$ cat config.mk
export PLATFORM = sky130hd
export DESIGN_NAME = ii_fetch_flat
export DESIGN_NICKNAME = d
export VERILOG_FILES = /design/src/rtl/ii_fetch_pkg.sv /design/src/rtl/ii_fetch_if.sv /design/src/rtl/ii_fetch_fifo.sv /design/src/rtl/ii_fetch.sv /design/src/flat_wrapper.sv
export SDC_FILE = /design/constraint.sdc
export NUM_CORES = 1
export LEC_CHECK = 0
export ABC_AREA = 1
export BUFFER_PORTS_ARGS = -buffer_cell sky130_fd_sc_hd__buf_2
export CAP_MARGIN = 20
export CORE_AREA = 2 2 104 106
export DETAILED_ROUTE_END_ITERATION = 10
export DIE_AREA = 0 0 106 108
export PLACE_DENSITY = 0.77
export SLEW_MARGIN = 25
export SYNTH_ARGS = -nofsm -noshare
export SYNTH_HDL_FRONTEND = slang
export SYNTH_SLANG_ARGS = --single-unit
$ cat constraint.sdc
create_clock -name clk -period 7.05 [get_ports clk]
set_clock_uncertainty 0.1 [all_clocks]
set_input_delay 1.41 -clock clk [delete_from_list [all_inputs] [get_ports clk]]
set_output_delay 1.41 -clock clk [all_outputs]
set_load 0.005 [all_outputs]
$ cat src/rtl/ii_fetch_pkg.sv
// Shared integral-image geometry and the read-tag type carried down the fetch pipeline.
package ii_fetch_pkg;

  localparam int IMG_WIDTH  = 320;
  localparam int IMG_HEIGHT = 240;
  localparam int W_X        = $clog2(IMG_WIDTH);
  localparam int W_Y        = $clog2(IMG_HEIGHT);
  localparam int W_ADDR     = $clog2(IMG_WIDTH * IMG_HEIGHT);

  typedef struct packed {
    logic vld;
    logic oob;
  } rd_tag_t;

  // Row-major linear address, evaluated and truncated at W_ADDR bits.
  function automatic logic [W_ADDR-1:0] lin_addr(input logic [W_X-1:0] x,
                                                 input logic [W_Y-1:0] y);
    return W_ADDR'(y) * W_ADDR'(IMG_WIDTH) + W_ADDR'(x);
  endfunction

endpackage

$ cat src/rtl/ii_fetch_if.sv
// Request (x,y) stream from the window sweeper and response word stream to the evaluator.
interface ii_fetch_if import ii_fetch_pkg::*; #(
  parameter int DATA_WIDTH = 25
);
  logic                  addr_valid;
  logic                  addr_ready;
  logic [W_X-1:0]        x;
  logic [W_Y-1:0]        y;
  logic                  data_valid;
  logic                  data_ready;
  logic [DATA_WIDTH-1:0] data;

  modport master (
    output addr_valid, x, y, data_ready,
    input  addr_ready, data_valid, data
  );

  modport slave (
    input  addr_valid, x, y, data_ready,
    output addr_ready, data_valid, data
  );
endinterface

$ cat src/rtl/ii_fetch_fifo.sv
// Synchronous FIFO for read results; DEPTH must be a power of two so pointers wrap freely.
module ii_fetch_fifo #(
  parameter int WIDTH = 25,
  parameter int DEPTH = 4
) (
  input  logic                     clk,
  input  logic                     rst,
  input  logic                     push,
  input  logic                     pop,
  input  logic [WIDTH-1:0]         din,
  output logic [WIDTH-1:0]         dout,
  output logic                     empty,
  output logic                     full,
  output logic [$clog2(DEPTH):0]   count
);
  localparam int AW = $clog2(DEPTH);

  logic [WIDTH-1:0] mem_q [DEPTH];
  logic [AW-1:0]    wr_ptr_q, wr_ptr_d, rd_ptr_q, rd_ptr_d;
  logic [AW:0]      count_q, count_d;
  logic             do_push, do_pop;

  assign empty = (count_q == '0);
  assign full  = (count_q == (AW+1)'(DEPTH));
  assign count = count_q;
  assign dout  = mem_q[rd_ptr_q];

  always_comb begin
    do_push  = push && (!full || pop);
    do_pop   = pop && !empty;
    wr_ptr_d = wr_ptr_q + AW'(do_push);
    rd_ptr_d = rd_ptr_q + AW'(do_pop);
    count_d  = count_q + (AW+1)'(do_push) - (AW+1)'(do_pop);
  end

  always_ff @(posedge clk) begin
    if (rst) begin
      wr_ptr_q <= '0;
      rd_ptr_q <= '0;
      count_q  <= '0;
    end else begin
      wr_ptr_q <= wr_ptr_d;
      rd_ptr_q <= rd_ptr_d;
      count_q  <= count_d;
    end
  end

  // Storage is not reset; empty/count gate what is visible.
  always_ff @(posedge clk) begin
    if (do_push) mem_q[wr_ptr_q] <= din;
  end

endmodule

$ cat src/rtl/ii_fetch.sv
// Integral-image read responder: (x,y) -> RAM read -> in-order, credit-limited response stream.
// Optional macro II_FETCH_BOUNDS_CHECK_EN: out-of-range requests return 0 and set sticky err.
module ii_fetch import ii_fetch_pkg::*; #(
  parameter int DATA_WIDTH  = 25,
  parameter int MEM_LATENCY = 1,
  parameter int FIFO_DEPTH  = 4
) (
  input  logic                  clk,
  input  logic                  rst,
  ii_fetch_if.slave             rd,
  output logic                  mem_rd_en,
  output logic [W_ADDR-1:0]     mem_addr,
  input  logic [DATA_WIDTH-1:0] mem_rdata,
  output logic                  err
);
  localparam int CW = $clog2(FIFO_DEPTH) + 1;

  logic                    req_hs, oob, push, pop;
  logic                    fifo_empty, fifo_full, credit_ok;
  logic [CW-1:0]           fifo_count, inflight_q, inflight_d;
  logic [CW:0]             credits_used;
  logic                    mem_rd_en_q, mem_rd_en_d;
  logic [W_ADDR-1:0]       mem_addr_q, mem_addr_d;
  rd_tag_t [MEM_LATENCY:0] vld_pipe_q, vld_pipe_d;
  logic [DATA_WIDTH-1:0]   fifo_din, fifo_dout;

`ifdef II_FETCH_BOUNDS_CHECK_EN
  assign oob = ({1'b0, rd.x} >= (W_X+1)'(IMG_WIDTH)) || ({1'b0, rd.y} >= (W_Y+1)'(IMG_HEIGHT));
`else
  assign oob = 1'b0;
`endif

  // Every accepted request holds a credit until its word leaves the FIFO, so the FIFO cannot overflow.
  assign credits_used  = {1'b0, inflight_q} + {1'b0, fifo_count};
  assign credit_ok     = credits_used < (CW+1)'(FIFO_DEPTH);
  assign rd.addr_ready = !rst && credit_ok && !fifo_full;
  assign req_hs        = rd.addr_valid && rd.addr_ready;

  assign push          = vld_pipe_q[MEM_LATENCY].vld;
  assign fifo_din      = vld_pipe_q[MEM_LATENCY].oob ? '0 : mem_rdata;
  assign pop           = rd.data_valid && rd.data_ready;
  assign rd.data_valid = !fifo_empty;
  assign rd.data       = fifo_dout;

  assign mem_rd_en     = mem_rd_en_q;
  assign mem_addr      = mem_addr_q;

  always_comb begin
    mem_rd_en_d   = req_hs && !oob;
    mem_addr_d    = req_hs ? lin_addr(rd.x, rd.y) : mem_addr_q;
    vld_pipe_d    = vld_pipe_q;
    vld_pipe_d[0] = rd_tag_t'{vld: req_hs, oob: oob};
    for (int i = 1; i <= MEM_LATENCY; i++) vld_pipe_d[i] = vld_pipe_q[i-1];
    inflight_d    = inflight_q + CW'(req_hs) - CW'(push);
  end

  // Clearing the tag pipe on reset is what discards reads still returning from the RAM.
  always_ff @(posedge clk) begin
    if (rst) begin
      mem_rd_en_q <= 1'b0;
      mem_addr_q  <= '0;
      vld_pipe_q  <= '0;
      inflight_q  <= '0;
    end else begin
      mem_rd_en_q <= mem_rd_en_d;
      mem_addr_q  <= mem_addr_d;
      vld_pipe_q  <= vld_pipe_d;
      inflight_q  <= inflight_d;
    end
  end

`ifdef II_FETCH_BOUNDS_CHECK_EN
  logic err_q, err_d;

  always_comb err_d = err_q || (req_hs && oob);

  always_ff @(posedge clk) begin
    if (rst) err_q <= 1'b0;
    else     err_q <= err_d;
  end

  assign err = err_q;
`else
  assign err = 1'b0;
`endif

  ii_fetch_fifo #(
    .WIDTH (DATA_WIDTH),
    .DEPTH (FIFO_DEPTH)
  ) u_fifo (
    .clk   (clk),
    .rst   (rst),
    .push  (push),
    .pop   (pop),
    .din   (fifo_din),
    .dout  (fifo_dout),
    .empty (fifo_empty),
    .full  (fifo_full),
    .count (fifo_count)
  );

endmodule

$ cat src/flat_wrapper.sv
// flat-port wrapper written by rule: the top's interface ports become plain ports
module ii_fetch_flat import ii_fetch_pkg::*;
#(
  parameter int DATA_WIDTH  = 25,
  parameter int MEM_LATENCY = 1,
  parameter int FIFO_DEPTH  = 4
)
  (clk, rst, mem_rd_en, mem_addr, mem_rdata, err, rd_addr_valid, rd_x, rd_y, rd_data_ready, rd_addr_ready, rd_data_valid, rd_data);
  ii_fetch_if #(.DATA_WIDTH(DATA_WIDTH)) rd_i ();
  input  logic clk;
  input  logic rst;
  output logic mem_rd_en;
  output logic [W_ADDR-1:0] mem_addr;
  input  logic [DATA_WIDTH-1:0] mem_rdata;
  output logic err;
  input wire logic [$bits(rd_i.addr_valid)-1:0] rd_addr_valid;
  input wire logic [$bits(rd_i.x)-1:0] rd_x;
  input wire logic [$bits(rd_i.y)-1:0] rd_y;
  input wire logic [$bits(rd_i.data_ready)-1:0] rd_data_ready;
  output wire logic [$bits(rd_i.addr_ready)-1:0] rd_addr_ready;
  output wire logic [$bits(rd_i.data_valid)-1:0] rd_data_valid;
  output wire logic [$bits(rd_i.data)-1:0] rd_data;
  assign rd_i.addr_valid = rd_addr_valid;
  assign rd_i.x = rd_x;
  assign rd_i.y = rd_y;
  assign rd_i.data_ready = rd_data_ready;
  assign rd_addr_ready = rd_i.addr_ready;
  assign rd_data_valid = rd_i.data_valid;
  assign rd_data = rd_i.data;
  ii_fetch #(.DATA_WIDTH(DATA_WIDTH), .MEM_LATENCY(MEM_LATENCY), .FIFO_DEPTH(FIFO_DEPTH)) u_core (.clk(clk), .rst(rst), .rd(rd_i), .mem_rd_en(mem_rd_en), .mem_addr(mem_addr), .mem_rdata(mem_rdata), .err(err));
endmodule
# Word-level counts from Yosys, hierarchy flattened
# Memory sizes are Yosys's and may differ from the RTL's. A register that Yosys moved wholly into a read port is not among the register bits.
# Cells that the tools add are included.
# word_totals
out_inout_bits	46
input_bits	46
ramBits	100
ff_bits	30
n_memories	1
# op_classes
mul	1
n_eq_ne	1
n_reduce_logical	11
magnitude_cmp	1
n_addsub	8
n_mux	4
# mem_list
memory	words	width	read_ports	rd_clocked_by_memory_dff	write_ports	line	text
u_core.u_fifo.mem_q	4	25	1	1	1	ii_fetch_fifo.sv:18	logic [WIDTH-1:0] mem_q [DEPTH];
# ops
operator	n
two-way mux 25 bit	1
adder 17 x 9 -> 17 bit	1
multiplier 8 x 3 -> 11 bit (second input constant)	1
adder 3 x 1 -> 3 bit	2
logical AND 1 bit	6
subtractor 3 x 1 -> 3 bit	2
adder 2 x 1 -> 2 bit	2
adder 3 x 3 -> 4 bit	1
< comparator 4 x 3 -> 1 bit (second input constant)	1
== test 3 bit (second input constant)	1
logical NOT 1 bit	3
logical NOT 3 bit	1
two-way mux 1 bit	2
two-way mux 2 bit	1
logical OR 1 bit	1

# Logic depth before layout (Yosys ltp)
# Gate-level depths: netlist of run 1.
# depth
depth_word	7
depth_mapped	14
mapped_depth_nobuf	14

# By module
# From an unflattened synthesis of run 1, not the netlist that was laid out.
# unflattened
hier_cells	502
hier_area_um2	5627.9
# modules_own_cells
mod	area_each_um2	cells_per_inst	instances
ii_fetch_fifo	4086.4	295	1
ii_fetch	1541.5	207	1

# Least setup slack after synthesis of run 1
# Ideal clock, no wire load.
# synth_timing
path_type	input-to-reg
start	input port rd_data_ready
end	memory u_core.u_fifo.mem_q[0][0], enable pin
cell_stages	2
slack_ns	3.215
t_arrival_ns	3.296
setup_ns	0.439
t_required_ns	6.511
n_path_buf	0
cell_sequence	o21ai_1 nor3_1
# synth_via
elab_chain_cells	5
# synth_lines
item	line	text
start: declaration	flat_wrapper.sv:19	input wire logic [$bits(rd_i.data_ready)-1:0] rd_data_ready;
logical AND 1 bit	ii_fetch.sv:41	assign pop = rd.data_valid && rd.data_ready;
logical OR 1 bit	ii_fetch_fifo.sv:29	do_push = push && (!full || pop);
logical AND 1 bit	ii_fetch_fifo.sv:29	
two-way mux 1 bit	ii_fetch_fifo.sv:50	if (do_push) mem_q[wr_ptr_q] <= din;
two-way mux 1 bit (implied by the code)	ii_fetch_fifo.sv:50	
end: declaration	ii_fetch_fifo.sv:18	
# No other way between the ends.

==> metrics.yaml, run 1 <==
hold_path:
  min-delay-start: "u_core.mem_rd_en$_SDFF_PP0_"
  hold-path-endpoint: "u_core.push$_SDFF_PP0_"
  hold_class: "reg -> reg"
  holdPathStages: 2
synthesis:
  synth_top_area_cell: "edfxtp_1"
  ys_warn_count: 0
  syn_inst: 495
  synth.top_cell.area_share_pct: 54.0
  seq_area_frac_synth_pct: 64.4
  synth.distinct_cells: 32
  synth.avg_cell_area_um2: 11.2
  syn_nets: 568
  netlist_area_um2: 5560
  synth.area.top_cells: "edfxtp_1 54%, dfxtp_1 10%, ha_1 5.2%"
  yosys_register_bits: 129
timing:
  worst_pin_slew_ps: 945
  hold_viol_final: 0
  slew_violations: 0
  finalCriticalPeriod_ps: 4320
  setup-tns-final_ps: 0
  fmax_ghz: 0.231
  grt_setup_unrepaired: "false"
  finalSetupViolations: 0
  finalCritPeriodShare_pct: 61.3
  finalWorstSetupSlack_ps: 2730
  slew_headroom_pct: 36.9
cells_and_area:
  regArea_um2: 3580
  n_fill_cell: 781
  area_delta_synth_final_pct: 20.5
  final_net_count: 660
  mostFrequentLayoutCell: "edfxtp_1"
  drive_above_1_share_pct: 24.8
  multiInputGateArea_um2: 1710
  final_cell_mix: "100 x edfxtp_1, 90 x buf_2, 68 x nor2_1"
worst_setup_path:
  rr_worst_depth: 10
  cp_cell_sequence: "inv_1 -> buf_4 -> o21ai_0 -> o22ai_1 -> buf_2"
  worstPathArrival_ps: 2810
  criticalPathCategory: "reg -> out"
  critPathMaxFanout: 52
  cp_slowest_cell: "dfxtp_2"
  worstPathRequired_ps: 5540
  crit_path_end_kind: "primary output"
  r2r-start: "u_core.u_fifo.count[2]$_SDFF_PP0_"
  cp_slowest_stage_delay_ps: 910
  timing.rr.end: "u_core.u_fifo.count[1]$_SDFF_PP0_"
  startpoint_type: "register"
  rrSetupSlack_ps: 4500
clock_tree:
  cts_root_buf: "clkbuf_8"
  cts_tree: "yes"
  cts_buffer_depth: 2
  clkTransAtPathRegs_ps: 60
  post_cts_buffers: 0
  numCtsBuffers: 17
  ctsHoldBuffers: 0
  numClockSinks: 129
  post_cts_resized: 0
  htreeDepth: 4
  clock_latency_ps: 500
placement:
  gp_congestion: 0.786
  port_buffers: 90
  place_ws_ps: 3250
  hpwl_um: 7540
power_and_ir_drop:
  peakVddDrop_mv: 0.207
  leakage_nw: 2.75
  p_per_area_nw_per_um2: 340
grt:
  grt_max_degree: 53
  antenna_found_initial: 3
  grtUsageTotal_pct: 20.3
  grt_pass1_vias: 3824
  overflow: 0
  grt_first_pass_wirelength_um: 17800
route:
  drtIter0Drc: 254
  ant_nets: 0
  drt_pre_antenna_iters: 5
  vias: 3893
  wl_um: 11100
  avgRoutedWirePerCell_um: 15.1
  viasPerCell: 5.28
  drc: 0
floorplanning:
  die_h_um: 108
  die-width_um: 106
  coreArea_um2: 10200
  initial_core_util_pct: 54.4
  rows: 37
  die_area_um2: 11400
  ioPinCount: 92
outcome:
  status: "completed"
flow_run:
  maxCapViolCount: 0
==> stage by stage <==
step,total power [mW],hold slack [ps],cells,cell area [um^2],utilization [%]
global route,2.40,346,737,6700,65.5
floorplan,1.29,320,495,5560,-
global placement,1.46,312,704,6140,60.0
finish,2.28,326,738,6700,65.5
CTS,2.30,325,736,6700,65.5
detailed placement,1.49,310,704,6140,60.0
==> worst max-delay path: cells and delay by family, from the launching register on <==
family | cells | cell delay [ps]
buf+inv | 3 | 1060
flops | 1 | 910
compound gates | 2 | 320
==> layout make-up <==
class / instances / area share [%]
diodes: 2 / 0.0747
repair buffers: 95 / 7.28
multi-input cells: 296 / 25.6
well taps: 136 / 2.54
flip-flops and latches: 129 / 53.5
clock buffers: 17 / 6.18
clock inverters: 15 / 2.18
inverters: 48 / 2.69
==> metal layers <==
layer | track usage [%] | vias to the layer above | part of all wire, %
met5 | 0 | - | 0
met4 | 7.33 | 0 | 1.2
met3 | 6.33 | 11 | 6.8
met2 | 34.4 | 148 | 50
met1 | 24.7 | 1825 | 42
li1 | - | 1909 | -
==> where the power goes <==
group / switching [mW] / total (mW) / internal (mW)
combinational: 0.296 / 0.512 / 0.216
clock: 0.334 / 0.810 / 0.476
sequential: 0.0736 / 0.953 / 0.880
==> flip-flops by register name, indices dropped and copies added (netlist names) <==
register,count
u_core.u_fifo.mem_q,100
u_core.mem_addr,17
u_core.inflight_q,3
u_core.u_fifo.count,3
u_core.u_fifo.rd_ptr_q,2
u_core.u_fifo.wr_ptr_q,2
u_core.mem_rd_en,1
u_core.push,1
==> logic make-up (layout without fill, tap and decap cells) <==
logic type	after synthesis	in the layout	synth area share (%)
AND/OR/NAND/NOR	151	151	11.7
adder cells (fa/ha/maj)	27	27	6.61
XOR/XNOR	9	9	1.55
buffers and inverters	70	175	5.13
AO/OA/AOI/OAI	108	108	10.5
other	1	3	0.0674
flip-flops	129	129	64.4
==> Yosys cell counts <==
| cell | number |
|---|---|
| ha_1 | 23 |
| nand3b_1 | 2 |
| nand4_1 | 3 |
| inv_1 | 45 |
| xor2_2 | 1 |
| a21oi_1 | 18 |
| o21ai_1 | 9 |
| inv_2 | 3 |
| clkbuf_1 | 17 |
| nand2_1 | 47 |
| o21ai_0 | 50 |
| xnor2_1 | 2 |
| nand3_1 | 13 |
| a21boi_1 | 1 |
| nor3_1 | 5 |
| or2_2 | 3 |
| nor2_1 | 68 |
| buf_1 | 1 |
| a21boi_0 | 1 |
| nand3_2 | 2 |
| nor2_2 | 2 |
| buf_4 | 2 |
| xor2_1 | 6 |
| fa_1 | 4 |
| o22ai_1 | 25 |
| nor2_4 | 1 |
| edfxtp_1 | 100 |
| dfxtp_1 | 29 |
| buf_6 | 2 |
| nand2_2 | 5 |
| o21a_1 | 4 |
| conb_1 | 1 |
==> worst max-delay path by stage <==
stage	slack, ps	from	to	depth (start not counted)
floorplan	3220	rd_data_ready	u_core.u_fifo.mem_q[0][0]$_DFFE_PP_	2
global placement	3380	rst	rd_addr_ready	7
detailed placement	3250	u_core.u_fifo.rd_ptr_q[0]$_SDFF_PP0_	rd_data[3]	5
CTS	2700	u_core.u_fifo.rd_ptr_q[0]$_SDFF_PP0_	rd_data[3]	5
global route	2460	u_core.u_fifo.rd_ptr_q[0]$_SDFF_PP0_	rd_data[15]	5
finish	2730	u_core.u_fifo.rd_ptr_q[0]$_SDFF_PP0_	rd_data[3]	5
Power figures use the tool's default switching activity.
==> run 2, diff against run 1 <==
==> constraint.sdc (replaced) <==
create_clock -name clk -period 4.5 [get_ports clk]
set_clock_uncertainty 0.1 [all_clocks]
set_input_delay 0.9 -clock clk [delete_from_list [all_inputs] [get_ports clk]]
set_output_delay 0.9 -clock clk [all_outputs]
set_load 0.005 [all_outputs]
==> metrics.yaml, run 2 (synthesis results as in run 1) <==
grt:
  grt_max_degree: 52  # was 53
  grtUsageTotal_pct: 20.6  # was 20.3%
  grt_pass1_vias: 3723  # was 3,824
  antenna_found_initial: 1  # was 3
  grt_first_pass_wirelength_um: 17800  # about the same
  overflow: 0  # unchanged
hold_path:
  hold_class: "reg -> reg"  # unchanged
  min-delay-start: "u_core.mem_rd_en$_SDFF_PP0_"  # unchanged
  holdPathStages: 2  # unchanged
  hold-path-endpoint: "u_core.push$_SDFF_PP0_"  # unchanged
floorplanning:
  die_h_um: 108  # unchanged
  ioPinCount: 92  # unchanged
  die_area_um2: 11400  # unchanged
  rows: 37  # unchanged
  coreArea_um2: 10200  # unchanged
  die-width_um: 106  # unchanged
  initial_core_util_pct: 54.4  # unchanged
timing:
  finalSetupViolations: 0  # unchanged
  grt_setup_unrepaired: "false"  # unchanged
  slew_violations: 0  # unchanged
  fmax_ghz: 0.326
  worst_pin_slew_ps: 803  # was 945 ps
  finalWorstSetupSlack_ps: 1430  # was 2730 ps
  slew_headroom_pct: 46.4  # was 36.9%
  finalCritPeriodShare_pct: 68.2
  finalCriticalPeriod_ps: 3070
  hold_viol_final: 0  # unchanged
  setup-tns-final_ps: 0  # unchanged
placement:
  gp_congestion: 0.797  # was 0.786
  hpwl_um: 6870  # was 7540 um
  place_ws_ps: 1290  # was 3250 ps
  port_buffers: 90  # unchanged
worst_setup_path:
  startpoint_type: "register"  # unchanged
  critPathMaxFanout: 25  # was 52
  timing.rr.end: "u_core.inflight_q[2]$_SDFF_PP0_"  # was u_core.u_fifo.count[1]$_SDFF_PP0_
  rrSetupSlack_ps: 1970  # was 4500 ps
  crit_path_end_kind: "primary output"  # unchanged
  rr_worst_depth: 12  # was 10
  criticalPathCategory: "reg -> out"  # unchanged
  r2r-start: "u_core.u_fifo.count[2]$_SDFF_PP0_"  # unchanged
  worstPathArrival_ps: 2070  # was 2810 ps
  worstPathRequired_ps: 3500  # was 5540 ps
cells_and_area:
  drive_above_1_share_pct: 25.1  # was 24.8%
  final_cell_mix: "100 x edfxtp_1, 90 x buf_2, 68 x nor2_1"  # unchanged
  max_flop_register: "u_core.u_fifo.mem_q"  # unchanged
  mostFrequentLayoutCell: "edfxtp_1"  # unchanged
  area_delta_synth_final_pct: 21.1  # was 20.5%
  final_net_count: 662  # was 660
  largest_reg_flops: 100  # unchanged
clock_tree:
  cts_buffer_depth: 2  # unchanged
  ctsHoldBuffers: 0  # unchanged
  cts_root_buf: "clkbuf_8"  # unchanged
  clkTransAtPathRegs_ps: 60  # about the same
  clock_latency_ps: 510  # was 500 ps
  numClockSinks: 129  # unchanged
  cts_tree: "yes"  # unchanged
  post_cts_resized: 0  # unchanged
  numCtsBuffers: 17  # unchanged
  post_cts_buffers: 0  # unchanged
  htreeDepth: 4  # unchanged
flow_run:
  maxCapViolCount: 0  # unchanged
route:
  drt_pre_antenna_iters: 5  # unchanged
  drtIter0Drc: 299  # was 254
  ant_nets: 0  # unchanged
  viasPerCell: 5.27  # was 5.28
  avgRoutedWirePerCell_um: 15.3  # was 15.1 um
  drc: 0  # unchanged
  vias: 3895  # was 3,893
  wl_um: 11300  # was 11,100 um
power_and_ir_drop:
  peakVddDrop_mv: 0.266  # was 0.207 mV
  leakage_nw: 2.77  # was 2.75 nW
  p_per_area_nw_per_um2: 541  # was 340 nW/um^2
outcome:
  status: "completed"  # unchanged
run 2: cell types whose count changed in the layout (fill, tap and decap cells not counted):
cell,delta
buf_4,+2
clkinv_4,-2
bufinv_16,+1
clkinv_2,-1
clkinvlp_4,+1
diode_2,-1
inv_6,+1
run 2: critical path: stages (launching register included):
cell     delay [ps]
dfxtp_1         300
inv_1           580
o21ai_0         280
o22ai_1         230
buf_2           160
run 2: through the flow:
step	instance area (um^2)	total power [mW]	hold WS (ps)	utilization (%)	cells
global placement	6150	2.30	308	60.1	706
floorplan	5560	2.02	320	-	495
CTS	6740	3.68	331	65.8	738
global route	6740	3.85	347	65.8	738
finish	6740	3.65	328	65.9	739
detailed placement	6150	2.34	321	60.1	706
run 2: report_power, final:
group | total, mW | leakage (nW) | internal (mW) | switching, mW
Combinational | 0.890 | 1.35 | 0.344 | 0.546
Clock | 1.33 | 0.278 | 0.802 | 0.523
Sequential | 1.43 | 1.14 | 1.38 | 0.0544
Total | 3.65 | 2.77 | 2.52 | 1.12
run 2: layer usage:
metal	track usage, %	vias up	routed length (um)
met5	0	-	0
met4	7.99	0	213
met3	6.69	23	795
met2	34.6	157	5680
met1	24.9	1804	4580
li1	-	1911	-
run 2: area by class of cell:
cell class	instances	area, um^2
sequential	129	3580
fill	783	3490
multi-input combinational	296	1710
timing repair buffer	97	503
clock buffer	17	414
inverter	48	180
clock inverter	15	170
tap	136	170
antenna	1	2.50
run 2: worst max-delay path by stage:
stage,endpoint,slack (ps),depth (start not counted),startpoint
final,rd_data[0],1430,4,u_core.u_fifo.rd_ptr_q[1]$_SDFF_PP0_
after global routing,rd_data[19],1310,4,u_core.u_fifo.rd_ptr_q[1]$_SDFF_PP0_
after CTS,rd_data[0],1430,4,u_core.u_fifo.rd_ptr_q[1]$_SDFF_PP0_
after detailed placement,u_core.inflight_q[2]$_SDFF_PP0_,1290,12,rst
after global placement,u_core.inflight_q[2]$_SDFF_PP0_,1390,12,rst
after floorplan,u_core.u_fifo.mem_q[0][0]$_DFFE_PP_,1180,2,rd_data_ready
==> run 3, diff against run 2 <==
==> constraint.sdc (replaced) <==
create_clock -name clk -period 3 [get_ports clk]
set_clock_uncertainty 0.1 [all_clocks]
set_input_delay 0.6 -clock clk [delete_from_list [all_inputs] [get_ports clk]]
set_output_delay 0.6 -clock clk [all_outputs]
set_load 0.005 [all_outputs]
==> metrics.yaml, run 3 (synthesis results as in run 1) <==
clock_tree:
  cts_tree: "yes"  # unchanged
  post_cts_resized: 0  # unchanged
  clkTransAtPathRegs_ps: 60  # about the same
  ctsHoldBuffers: 0  # unchanged
  post_cts_buffers: 0  # unchanged
  numCtsBuffers: 17  # unchanged
  htreeDepth: 4  # unchanged
  numClockSinks: 129  # unchanged
  cts_buffer_depth: 2  # unchanged
  cts_root_buf: "clkbuf_8"  # unchanged
  clock_latency_ps: 510  # about the same
worst_setup_path:
  crit_path_end_kind: "primary output"  # unchanged
  critPathMaxFanout: 25  # unchanged
  worstPathArrival_ps: 1970  # was 2070 ps
  criticalPathCategory: "reg -> out"  # unchanged
  worstPathRequired_ps: 2300  # was 3500 ps
  startpoint_type: "register"  # unchanged
timing:
  finalSetupViolations: 0  # unchanged
  finalCritPeriodShare_pct: 89.1
  worst_pin_slew_ps: 748  # was 803 ps
  finalCriticalPeriod_ps: 2670
  hold_viol_final: 0  # unchanged
  fmax_ghz: 0.374
  slew_violations: 0  # unchanged
  slew_headroom_pct: 50.1  # was 46.4%
  finalWorstSetupSlack_ps: 326  # was 1430 ps
  grt_setup_unrepaired: "false"  # unchanged
placement:
  hpwl_um: 7150  # was 6870 um
  port_buffers: 90  # unchanged
  place_ws_ps: 282  # was 1290 ps
  gp_congestion: 0.805  # was 0.797
  post_dp_cell_area_um2: 6190  # was 6150 um^2
floorplanning:
  rows: 37  # unchanged
  ioPinCount: 92  # unchanged
  die-width_um: 106  # unchanged
  coreArea_um2: 10200  # unchanged
  initial_core_util_pct: 54.4  # unchanged
  die_h_um: 108  # unchanged
  die_area_um2: 11400  # unchanged
power_and_ir_drop:
  leakage_nw: 2.79  # was 2.77 nW
  p_per_area_nw_per_um2: 802  # was 541 nW/um^2
  peakVddDrop_mv: 0.474  # was 0.266 mV
cells_and_area:
  largest_reg_flops: 100  # unchanged
  mostFrequentLayoutCell: "edfxtp_1"  # unchanged
  final_cell_mix: "100 x edfxtp_1, 90 x buf_2, 68 x nor2_1"  # unchanged
  design_area_um2: 6760  # was 6740 um^2
  area_delta_synth_final_pct: 21.5  # was 21.1%
  max_flop_register: "u_core.u_fifo.mem_q"  # unchanged
  drive_above_1_share_pct: 25.6  # was 25.1%
  final_net_count: 666  # was 662
hold_path:
  hold_class: "in -> reg"  # was reg -> reg
grt:
  grtUsageTotal_pct: 20.6  # about the same
  grt_pass1_vias: 3856  # was 3,723
  grt_max_degree: 52  # unchanged
  grt_first_pass_wirelength_um: 17800  # about the same
  overflow: 0  # unchanged
  antenna_found_initial: 0  # was 1
flow_run:
  maxCapViolCount: 0  # unchanged
route:
  avgRoutedWirePerCell_um: 15.1  # was 15.3 um
  drtIter0Drc: 274  # was 299
  wl_um: 11200  # was 11,300 um
  vias: 3942  # was 3,895
  ant_nets: 0  # unchanged
  drt_pre_antenna_iters: 4  # was 5
  viasPerCell: 5.31  # was 5.27
  drc: 0  # unchanged
outcome:
  status: "completed"  # unchanged
==> run 3: critical path: stages, from the launching register on <==
cell and delay (ps):
dfxtp_1 310, inv_1 550, o21ai_0 200, o22ai_1 240
buf_2 160
==> run 3: final cells by class <==
cell class | instances | area, um^2
clock buffers | 17 | 414
repair buffers | 101 | 546
diodes | 1 | 2.50
fillers | 742 | 3470
well taps | 136 | 170
inverters | 48 | 180
flip-flops and latches | 129 | 3580
multi-input cells | 296 | 1710
clock inverters | 15 | 149
==> run 3: power by group <==
group	switching, mW	total, mW	internal, mW
Sequential	0.0776	2.14	2.07
Combinational	0.822	1.36	0.539
Clock	0.793	1.91	1.12
==> run 3: routing by layer <==
| layer | global-route usage, % | routed length [um] | share of wire [%] |
|---|---|---|---|
| met1 | 24.1 | 4670 | 42 |
| met3 | 7.29 | 778 | 6.9 |
| met2 | 35.4 | 5600 | 50 |
| met4 | 7.80 | 156 | 1.4 |
| met5 | 0 | 0 | 0 |
==> run 3: path summary, 6_finish.rpt <==
check	from	to	slack, ps	depth (start not counted)
worst min-delay path	mem_rdata[12]	u_core.u_fifo.mem_q[3][12]$_DFFE_PP_	200	1
worst max register to register	u_core.u_fifo.count[2]$_SDFF_PP0_	u_core.u_fifo.count[1]$_SDFF_PP0_	420	10
worst min register to register	u_core.mem_rd_en$_SDFF_PP0_	u_core.push$_SDFF_PP0_	330	2
worst max-delay path	u_core.u_fifo.rd_ptr_q[1]$_SDFF_PP0_	rd_data[3]	330	4
==> run 3: through the flow <==
stage          std cells  TNS [ps]  utilization, %  power (mW)  hold WS [ps]
2_1_floorplan        495     -2490               -        3.03           320
3_3_place_gp         710         0            60.5        3.48           313
3_5_place_dp         710         0            60.5        3.52           328
4_1_cts              742         0            66.1        5.46           176
5_1_grt              742         0            66.1        5.72           172
6_report             743         0            66.1        5.42           195
